### config.mk
export PLATFORM = sky130hd
export DESIGN_NAME = uart_rx_os16_flat
export DESIGN_NICKNAME = d
export VERILOG_FILES = /design/src/rtl/uart_pkg.sv /design/src/rtl/uart_rx_os16_if.sv /design/src/rtl/sync_2ff.sv /design/src/rtl/uart_rx_os16.sv /design/src/flat_wrapper.sv
export SDC_FILE = /design/constraint.sdc
export NUM_CORES = 1
export LEC_CHECK = 0
export ABC_AREA = 1
export BUFFER_PORTS_ARGS = -buffer_cell sky130_fd_sc_hd__buf_2
export CORE_MARGIN = 2
export CORE_UTILIZATION = 45
export CTS_CLUSTER_SIZE = 20
export DETAILED_ROUTE_END_ITERATION = 7
export PLACE_DENSITY = 0.69
export REMOVE_ABC_BUFFERS = 1
export SYNTH_ARGS = -nofsm -noshare
export SYNTH_HDL_FRONTEND = slang
export SYNTH_SLANG_ARGS = --single-unit
export TNS_END_PERCENT = 1
### constraint.sdc
create_clock -name clk_in -period 4.2 [get_ports clk_in]
set_input_delay 0.21 -clock clk_in [delete_from_list [all_inputs] [get_ports clk_in]]
set_output_delay 0.21 -clock clk_in [all_outputs]
set_load 0.005 [all_outputs]
### src/rtl/uart_pkg.sv
// Shared UART definitions: receiver state encoding, frame defaults, and the
// board clock/baud figures benches use to derive the oversample tick period.
package uart_pkg;

  localparam int UART_DATA_BITS = 8;
  localparam int UART_OS_RATE   = 16;
  localparam int CLK_FREQ       = 25000000;
  localparam int BAUD           = 9600;
  localparam int TICK_DIV       = CLK_FREQ / (BAUD * UART_OS_RATE);

  typedef enum logic [2:0] {
    IDLE,
    START,
    DATA,
    STOP,
    BRK
  } rx_state_t;

endpackage

### src/rtl/uart_rx_os16_if.sv
// Receiver-side bundle: oversample tick and serial line in; byte, strobes and busy out.
// The master side drives tick/line, the slave side is the receiver.
interface uart_rx_os16_if
  import uart_pkg::*;
#(
  parameter int DATA_BITS = UART_DATA_BITS
);

  logic                 tick_os;
  logic                 rx;
  logic [DATA_BITS-1:0] rx_data;
  logic                 rx_valid;
  logic                 frame_err;
  logic                 busy;

  modport master (output tick_os, rx, input rx_data, rx_valid, frame_err, busy);
  modport slave  (input tick_os, rx, output rx_data, rx_valid, frame_err, busy);

endinterface

### src/rtl/sync_2ff.sv
// Two-flop synchronizer for an asynchronous pin; 2 cycles of latency, no backpressure.
// Reset loads INIT so an idle-high line does not look like an edge after reset.
module sync_2ff #(
  parameter logic INIT = 1'b1
) (
  input  logic clk,
  input  logic rst,
  input  logic d,
  output logic q
);

  logic meta;

  always_ff @(posedge clk or posedge rst) begin
    if (rst) begin
      meta <= INIT;
      q    <= INIT;
    end else begin
      meta <= d;
      q    <= meta;
    end
  end

endmodule

### src/rtl/uart_rx_os16.sv
// UART receiver with 16x oversampling; strobe lands one cycle after the mid-stop tick
// (~9.5 bit times after the start edge). No backpressure: the consumer must take each strobe.
module uart_rx_os16
  import uart_pkg::*;
#(
  parameter int DATA_BITS = UART_DATA_BITS,
  parameter int OS_RATE   = UART_OS_RATE
) (
  input logic           clk_in,
  input logic           rst,
  uart_rx_os16_if.slave bus
);

  localparam int OSW = $clog2(OS_RATE);
  localparam int BCW = $clog2(DATA_BITS + 1);
  localparam logic [OSW-1:0] OS_MID   = OSW'(OS_RATE / 2 - 1);
  localparam logic [OSW-1:0] OS_LAST  = OSW'(OS_RATE - 1);
  localparam logic [BCW-1:0] BIT_LAST = BCW'(DATA_BITS - 1);

  logic rx_s;

  rx_state_t            state_q, state_d;
  logic [OSW-1:0]       os_q, os_d;
  logic [BCW-1:0]       bit_q, bit_d;
  logic [DATA_BITS-1:0] shift_q, shift_d;
  logic [DATA_BITS-1:0] data_q, data_d;
  logic                 valid_q, valid_d;
  logic                 ferr_q, ferr_d;

  sync_2ff #(.INIT(1'b1)) u_sync (
    .clk (clk_in),
    .rst (rst),
    .d   (bus.rx),
    .q   (rx_s)
  );

  always_ff @(posedge clk_in or posedge rst) begin
    if (rst) begin
      state_q <= IDLE;
      os_q    <= '0;
      bit_q   <= '0;
      shift_q <= '0;
      data_q  <= '0;
      valid_q <= 1'b0;
      ferr_q  <= 1'b0;
    end else begin
      state_q <= state_d;
      os_q    <= os_d;
      bit_q   <= bit_d;
      shift_q <= shift_d;
      data_q  <= data_d;
      valid_q <= valid_d;
      ferr_q  <= ferr_d;
    end
  end

  always_comb begin
    state_d = state_q;
    os_d    = os_q;
    bit_d   = bit_q;
    shift_d = shift_q;
    data_d  = data_q;
    valid_d = 1'b0;
    ferr_d  = 1'b0;
    if (bus.tick_os) begin
      unique case (state_q)
        IDLE: begin
          if (!rx_s) begin
            state_d = START;
            os_d    = '0;
          end
        end
        START: begin
          // A start bit that is high again at its midpoint was only a glitch.
          if (os_q == OS_MID) begin
            os_d    = '0;
            bit_d   = '0;
            state_d = rx_s ? IDLE : DATA;
          end else begin
            os_d = os_q + 1'b1;
          end
        end
        DATA: begin
          if (os_q == OS_LAST) begin
            shift_d = {rx_s, shift_q[DATA_BITS-1:1]};
            os_d    = '0;
            bit_d   = bit_q + 1'b1;
            if (bit_q == BIT_LAST) state_d = STOP;
          end else begin
            os_d = os_q + 1'b1;
          end
        end
        STOP: begin
          if (os_q == OS_LAST) begin
            os_d = '0;
            if (rx_s) begin
              data_d  = shift_q;
              valid_d = 1'b1;
              state_d = IDLE;
            end else begin
              ferr_d  = 1'b1;
              state_d = BRK;
            end
          end else begin
            os_d = os_q + 1'b1;
          end
        end
        BRK: begin
          // Wait out a held-low line so a break is not decoded as zero bytes.
          if (rx_s) state_d = IDLE;
        end
        default: state_d = IDLE;
      endcase
    end
  end

  assign bus.rx_data   = data_q;
  assign bus.rx_valid  = valid_q;
  assign bus.frame_err = ferr_q;
  assign bus.busy      = (state_q != IDLE);

endmodule

### src/flat_wrapper.sv
// flat-port wrapper written by rule: the top's interface ports become plain ports
module uart_rx_os16_flat import uart_pkg::*;
#(
  parameter int DATA_BITS = UART_DATA_BITS,
  parameter int OS_RATE   = UART_OS_RATE
)
  (clk_in, rst, bus_tick_os, bus_rx, bus_rx_data, bus_rx_valid, bus_frame_err, bus_busy);
  uart_rx_os16_if #(.DATA_BITS(DATA_BITS)) bus_i ();
  input logic clk_in;
  input logic rst;
  input wire logic [$bits(bus_i.tick_os)-1:0] bus_tick_os;
  input wire logic [$bits(bus_i.rx)-1:0] bus_rx;
  output wire logic [$bits(bus_i.rx_data)-1:0] bus_rx_data;
  output wire logic [$bits(bus_i.rx_valid)-1:0] bus_rx_valid;
  output wire logic [$bits(bus_i.frame_err)-1:0] bus_frame_err;
  output wire logic [$bits(bus_i.busy)-1:0] bus_busy;
  assign bus_i.tick_os = bus_tick_os;
  assign bus_i.rx = bus_rx;
  assign bus_rx_data = bus_i.rx_data;
  assign bus_rx_valid = bus_i.rx_valid;
  assign bus_frame_err = bus_i.frame_err;
  assign bus_busy = bus_i.busy;
  uart_rx_os16 #(.DATA_BITS(DATA_BITS), .OS_RATE(OS_RATE)) u_core (.clk_in(clk_in), .rst(rst), .bus(bus_i));
endmodule
=== Word level (Yosys, flattened, before mapping) ===
Index checks and enable logic that the tools add are counted.

* Add/subtract/negate cells: 2
* Equality and inequality tests: 13
* Multiplexer cells: 24
* Reduce and logical (&&, ||, !) cells: 10

{| class="wikitable"
|+ Operator list
! operator !! count
|-
| 3-bit two-way mux || 7
|-
| 4-bit two-way mux || 5
|-
| 3-bit one-hot mux with 5 select lines || 1
|-
| 4-bit one-hot mux with 3 select lines || 1
|-
| 4-bit by 1-bit adder with 4-bit output (second input constant) || 2
|-
| 4-bit by 3-bit equality test with 1-bit output (second input constant) || 2
|-
| 1-bit two-way mux || 8
|-
| 2-bit by 1-bit inequality test with 1-bit output (second input constant) || 4
|-
| 4-bit one-hot mux with 2 select lines || 1
|-
| 4-bit AND reduction || 2
|-
| 7-bit AND reduction || 1
|-
| 3-bit by 2-bit equality test with 1-bit output (second input constant) || 2
|-
| 3-bit AND reduction || 2
|-
| 3-bit nonzero test || 2
|-
| 4-bit equality test (second input constant) || 1
|-
| 2-bit inequality test (second input constant) || 2
|-
| 3-bit by 1-bit equality test with 1-bit output (second input constant) || 1
|-
| 3-bit equality test (second input constant) || 1
|-
| 3-bit zero test || 1
|-
| 2-bit two-way mux || 1
|-
| 2-bit nonzero test || 1
|-
| 2-bit OR reduction || 1
|}

* Register bits after elaboration: 31
* Output and inout bits: 11

=== Logic depth before layout (Yosys ltp) ===
* Depth in word-level cells: 4
* Gate-level depth with buffers: 9

=== Cells and area by module ===
From an unflattened synthesis, not the netlist that was laid out.

* Cells, all modules: 165
* Area total of the unflattened synthesis: 1,500.2 um^2

{| class="wikitable"
|+ Modules (own cells, without submodules)
! module !! instances !! cells an instance !! area each (um^2)
|-
| uart_rx_os16 || 1 || 162 || 1,443.9
|-
| sync_2ff || 1 || 3 || 56.3
|}

=== Least setup slack after synthesis ===
No wires, ideal clock.

* Kind: flip-flop to flip-flop
* From: register u_core.os_q[0]
* To: register u_core.data_q[1] (netlist: u_core.bus.rx_data[1])
* Data arrival time: 1.235 ns
* Required time: 4.083 ns
* Path slack: 2.848 ns
* Stages on the path, launching flop included: 8
* Path buffers: 1
* Clock period less this slack: 1.352 ns
* Cell sequence: dfrtp_1 > ha_1 > nand3_4 > nor2_8 > nand3_4 > buf_6 > nand2_2 > o21ai_2

* Cells in the longest elaborated chain, start to end: 2

{| class="wikitable"
|+ Ends and longest elaborated chain
! item !! line !! source
|-
| start, declared || uart_rx_os16.sv:23 || <nowiki>logic [OSW-1:0] os_q, os_d;</nowiki>
|-
| start signal, assigned || uart_rx_os16.sv:48 || <nowiki>os_q <= os_d;</nowiki>
|-
| 4-bit equality test || uart_rx_os16.sv:94 || <nowiki>if (os_q == OS_LAST) begin</nowiki>
|-
| 4-bit AND reduction (no source line) || - ||
|-
| end signal, assigned || uart_rx_os16.sv:51 || <nowiki>data_q <= data_d;</nowiki>
|-
| end, declared || uart_rx_os16.sv:26 || <nowiki>logic [DATA_BITS-1:0] data_q, data_d;</nowiki>
|}

No other way between the ends.
A chain may end at the register's enable or synchronous reset.

=== Worst setup path after layout ===
* From: register u_core.os_q[0]
* To: register u_core.data_q[5] (netlist: u_core.bus.rx_data[5])

Same word-level chain as after synthesis.

==> results.tsv <==
stage	metric	value	unit
logic_synthesis	synth.distinct_cells	25	
clocking	clock_path_buffers	2	
routing	wl	2630	µm
job	drv_cap	0	
clocking	cts.clk_slew.worst_paths	100	ps
routing	ant_nets	0	
logic_synthesis	synth_edf_count	0	
worst_setup_path	worstSetupStartpointType	flip-flop	
cells_and_area	drive_gt1_share	27.03	%
die	dieWidth	62.20	µm
logic_synthesis	synth-seq-cells	31	
worst_setup_path	path_cells	ha_1 > nand3_4 > nor2_8 > nand3_4 > nand2_1 > o21ai_2	
routing	dr.pass1.iters	5	
cells_and_area	n_antenna_cell	0	
routing	vias	1112	
logic_synthesis	synth_most_common_cell	nand2_1	
worst_hold_path	hp-class	input port to async pin	
clocking	cts_tree	yes	
clocking	clk_latency	340	ps
die	start_util	46.40	%
clocking	post_cts_resized	0	
clocking	root_buffer	clkbuf_4	
timing	rsz0062_at_grt	no	
global_route	first_global_vias	1076	
global_route	busiest_layer	met2	
cells_and_area	finalNetCount	190	
global_route	grt_pass1_wl	4740	µm
clocking	clock_sinks	31	
die	core	3284	µm²
clocking	htreeDepth	2	
routing	drt_iter0_markers	45	
worst_setup_path	worst_setup_path_end_kind	flip-flop	
timing	min_period_over_period	35.38	%
logic_synthesis	synth_area	1524	µm²
cells_and_area	fillers	297	
timing	hold_violations	0	
global_route	antenna_found_initial	0	
power_and_ir_drop	p_leak	0.8668	nW
timing	maxSlewViolCount	0	
timing	period_needed	1486	ps
timing	tns	0	ps
global_route	gr-total-overflow	0	
outcome	run_status	finished, final reports clean	
logic_synthesis	seq_area_frac_synth	51.07	%
die	std_cell_rows	21	
die	ios	15	
die	die_area	3868	µm²
global_route	grtUsageTotal	15.59	%
routing	wl_per_cell	11.39	µm
timing	clock_skew	10.88	ps
worst_setup_path	worstPathRequired	4430	ps
logic_synthesis	synth_area_leaders	dfrtp_1 (48%), nand2_1 (12%), nand3_1 (4.3%), o21ai_2 (4.0%), dfstp_2 (3.4%)	
place	dpl.hpwl	1932	µm
timing	worstMarginPinSlew	1134	ps
worst_setup_path	crit_slowest_cell	dfrtp_1	
worst_setup_path	path_buf_inv	0	
worst_setup_path	crit_path_frequent_cell	nand3_4	
timing	max_freq	673.0	MHz
logic_synthesis	ys.warnings.count	0	
power_and_ir_drop	power_density	477.8	nW/µm²
logic_synthesis	synth_common_cells	nand2_1 (50), dfrtp_1 (29), inv_1 (14), nand3_1 (13), o21ai_1 (8)	
global_route	grt.met3_usage	4.710	%
worst_setup_path	critPathKind	flip-flop to flip-flop	
worst_setup_path	cp.arrival	1710	ps
global_route	use_met1	19.05	%
place	portBuffers	14	
worst_setup_path	crit_family	simple AND/OR/NAND/NOR gates	
place	place.gp.congestion	0.8925	
logic_synthesis	netlist.area_leader.share	47.62	%
timing	holdWs	144.4	ps
logic_synthesis	synth_area_leader_cell	dfrtp_1	
logic_synthesis	async_flop_share	100.0	%
worst_setup_path	max_stage_delay	400	ps
routing	drc	0	
timing	setup_violations	0	
logic_synthesis	synth_cells	166	
logic_synthesis	syn_area_per_cell	9.180	µm²
routing	viasPerCell	4.814	
die	dieHeight	62.20	µm
timing	timing.slew.headroom	24.33	%
worst_setup_path	cp_max_fo	16	
cells_and_area	syn_to_final_growth	11.99	%
logic_synthesis	synthFlopType	dfrtp_1	
global_route	grt_max_degree	32	
clocking	cts_buffers	5	
power_and_ir_drop	ir_worst_vdd	0.2373	mV
global_route	met2_usage	24.86	%
[layout make-up]
type                            instances  area (µm²)  share of cell area [%]
Sequential cell                        31       778.2                   45.60
Multi-Input combinational cell        114       640.6                   37.54
Timing Repair Buffer                   15       80.08                   4.692
Inverter                               17       63.81                   3.739
Tap cell                               46       57.56                   3.372
Clock buffer                            6       51.30                   3.006
Clock inverter                          2       35.03                   2.053
[layer usage]
layer	vias up	wire length [µm]
met5	-	0
met1	523	1193
met2	14	1267
li1	568	-
met3	7	99
met4	0	70
[power breakdown]
part	leakage (nW)	switching [mW]	total [mW]	internal, mW
sequential	0.420	0.0440	0.370	0.326
clock	0.0482	0.104	0.245	0.141
combinational	0.399	0.130	0.201	0.0709
total	0.867	0.278	0.816	0.537
[final timing paths]
check | endpoint | slack [ps] | depth (start not counted) | from
worst min-delay path | u_core.bus.rx_valid$_DFF_PP0_ | 140 | 2 | rst
worst min register to register | u_core.u_sync.q$_DFF_PP1_ | 360 | 0 | u_core.u_sync.meta$_DFF_PP1_
max in group asynchronous | u_core.shift_q[6]$_DFFE_PP0P_ | 3370 | 2 | rst
min in group clk_in | u_core.os_q[0]$_DFFE_PP0P_ | 170 | 3 | bus_tick_os
worst max register to register | u_core.bus.rx_data[5]$_DFFE_PP0P_ | 2710 | 6 | u_core.os_q[0]$_DFFE_PP0P_
worst max-delay path | u_core.bus.rx_data[5]$_DFFE_PP0P_ | 2710 | 6 | u_core.os_q[0]$_DFFE_PP0P_
[kinds of logic (layout without fill, tap and decap cells)]
logic type,after synthesis,count (layout),synth area share [%]
flops,31,31,51.07
mux,1,1,0.6568
buf+inv,21,40,6.896
simple gates,88,88,29.72
compound gates,20,20,8.292
fa+ha+maj,2,2,1.642
xor+xnor,3,3,1.724
[cell usage in the layout (no fill, tap or decap), drive strengths merged, types with 2 or more instances in the layout]
master	netlist	final
nand2	57	57
dfrtp	29	29
o21ai	18	18
inv	17	17
nand3	15	15
buf	4	14
nor2	14	14
clkbuf	0	6
xor2	2	2
a21oi	2	2
ha	2	2
dfstp	2	2
[sequential cells by signal, indices dropped and copies added, names as in the netlist]
signal                cells
u_core.shift_q            8
u_core.os_q               4
u_core.state_q            3
u_core.u_sync.meta        1
u_core.bit_q              4
u_core.bus.frame_err      1
u_core.bus.rx_data        8
u_core.bus.rx_valid       1
u_core.u_sync.q           1
[timing repair]
action / 4_1_cts / 5_1_grt
endpoints found under the hold margin: 1 / 0
hold buffers: 1 / 0
setup buffers: 0 / 0
[stage by stage]
stage	power (mW)	utilization, %	setup WS, ps	instances	instance area, µm²
floorplan	0.5283	-	2853	162	1483
global placement	0.5647	49.03	2777	222	1610
detailed placement	0.5773	49.03	2722	222	1610
CTS	0.8261	51.96	2689	231	1707
global route	0.8680	51.96	2569	231	1707
finish	0.8155	51.96	2714	231	1707
Note: power is estimated with default switching activity, not from simulation.
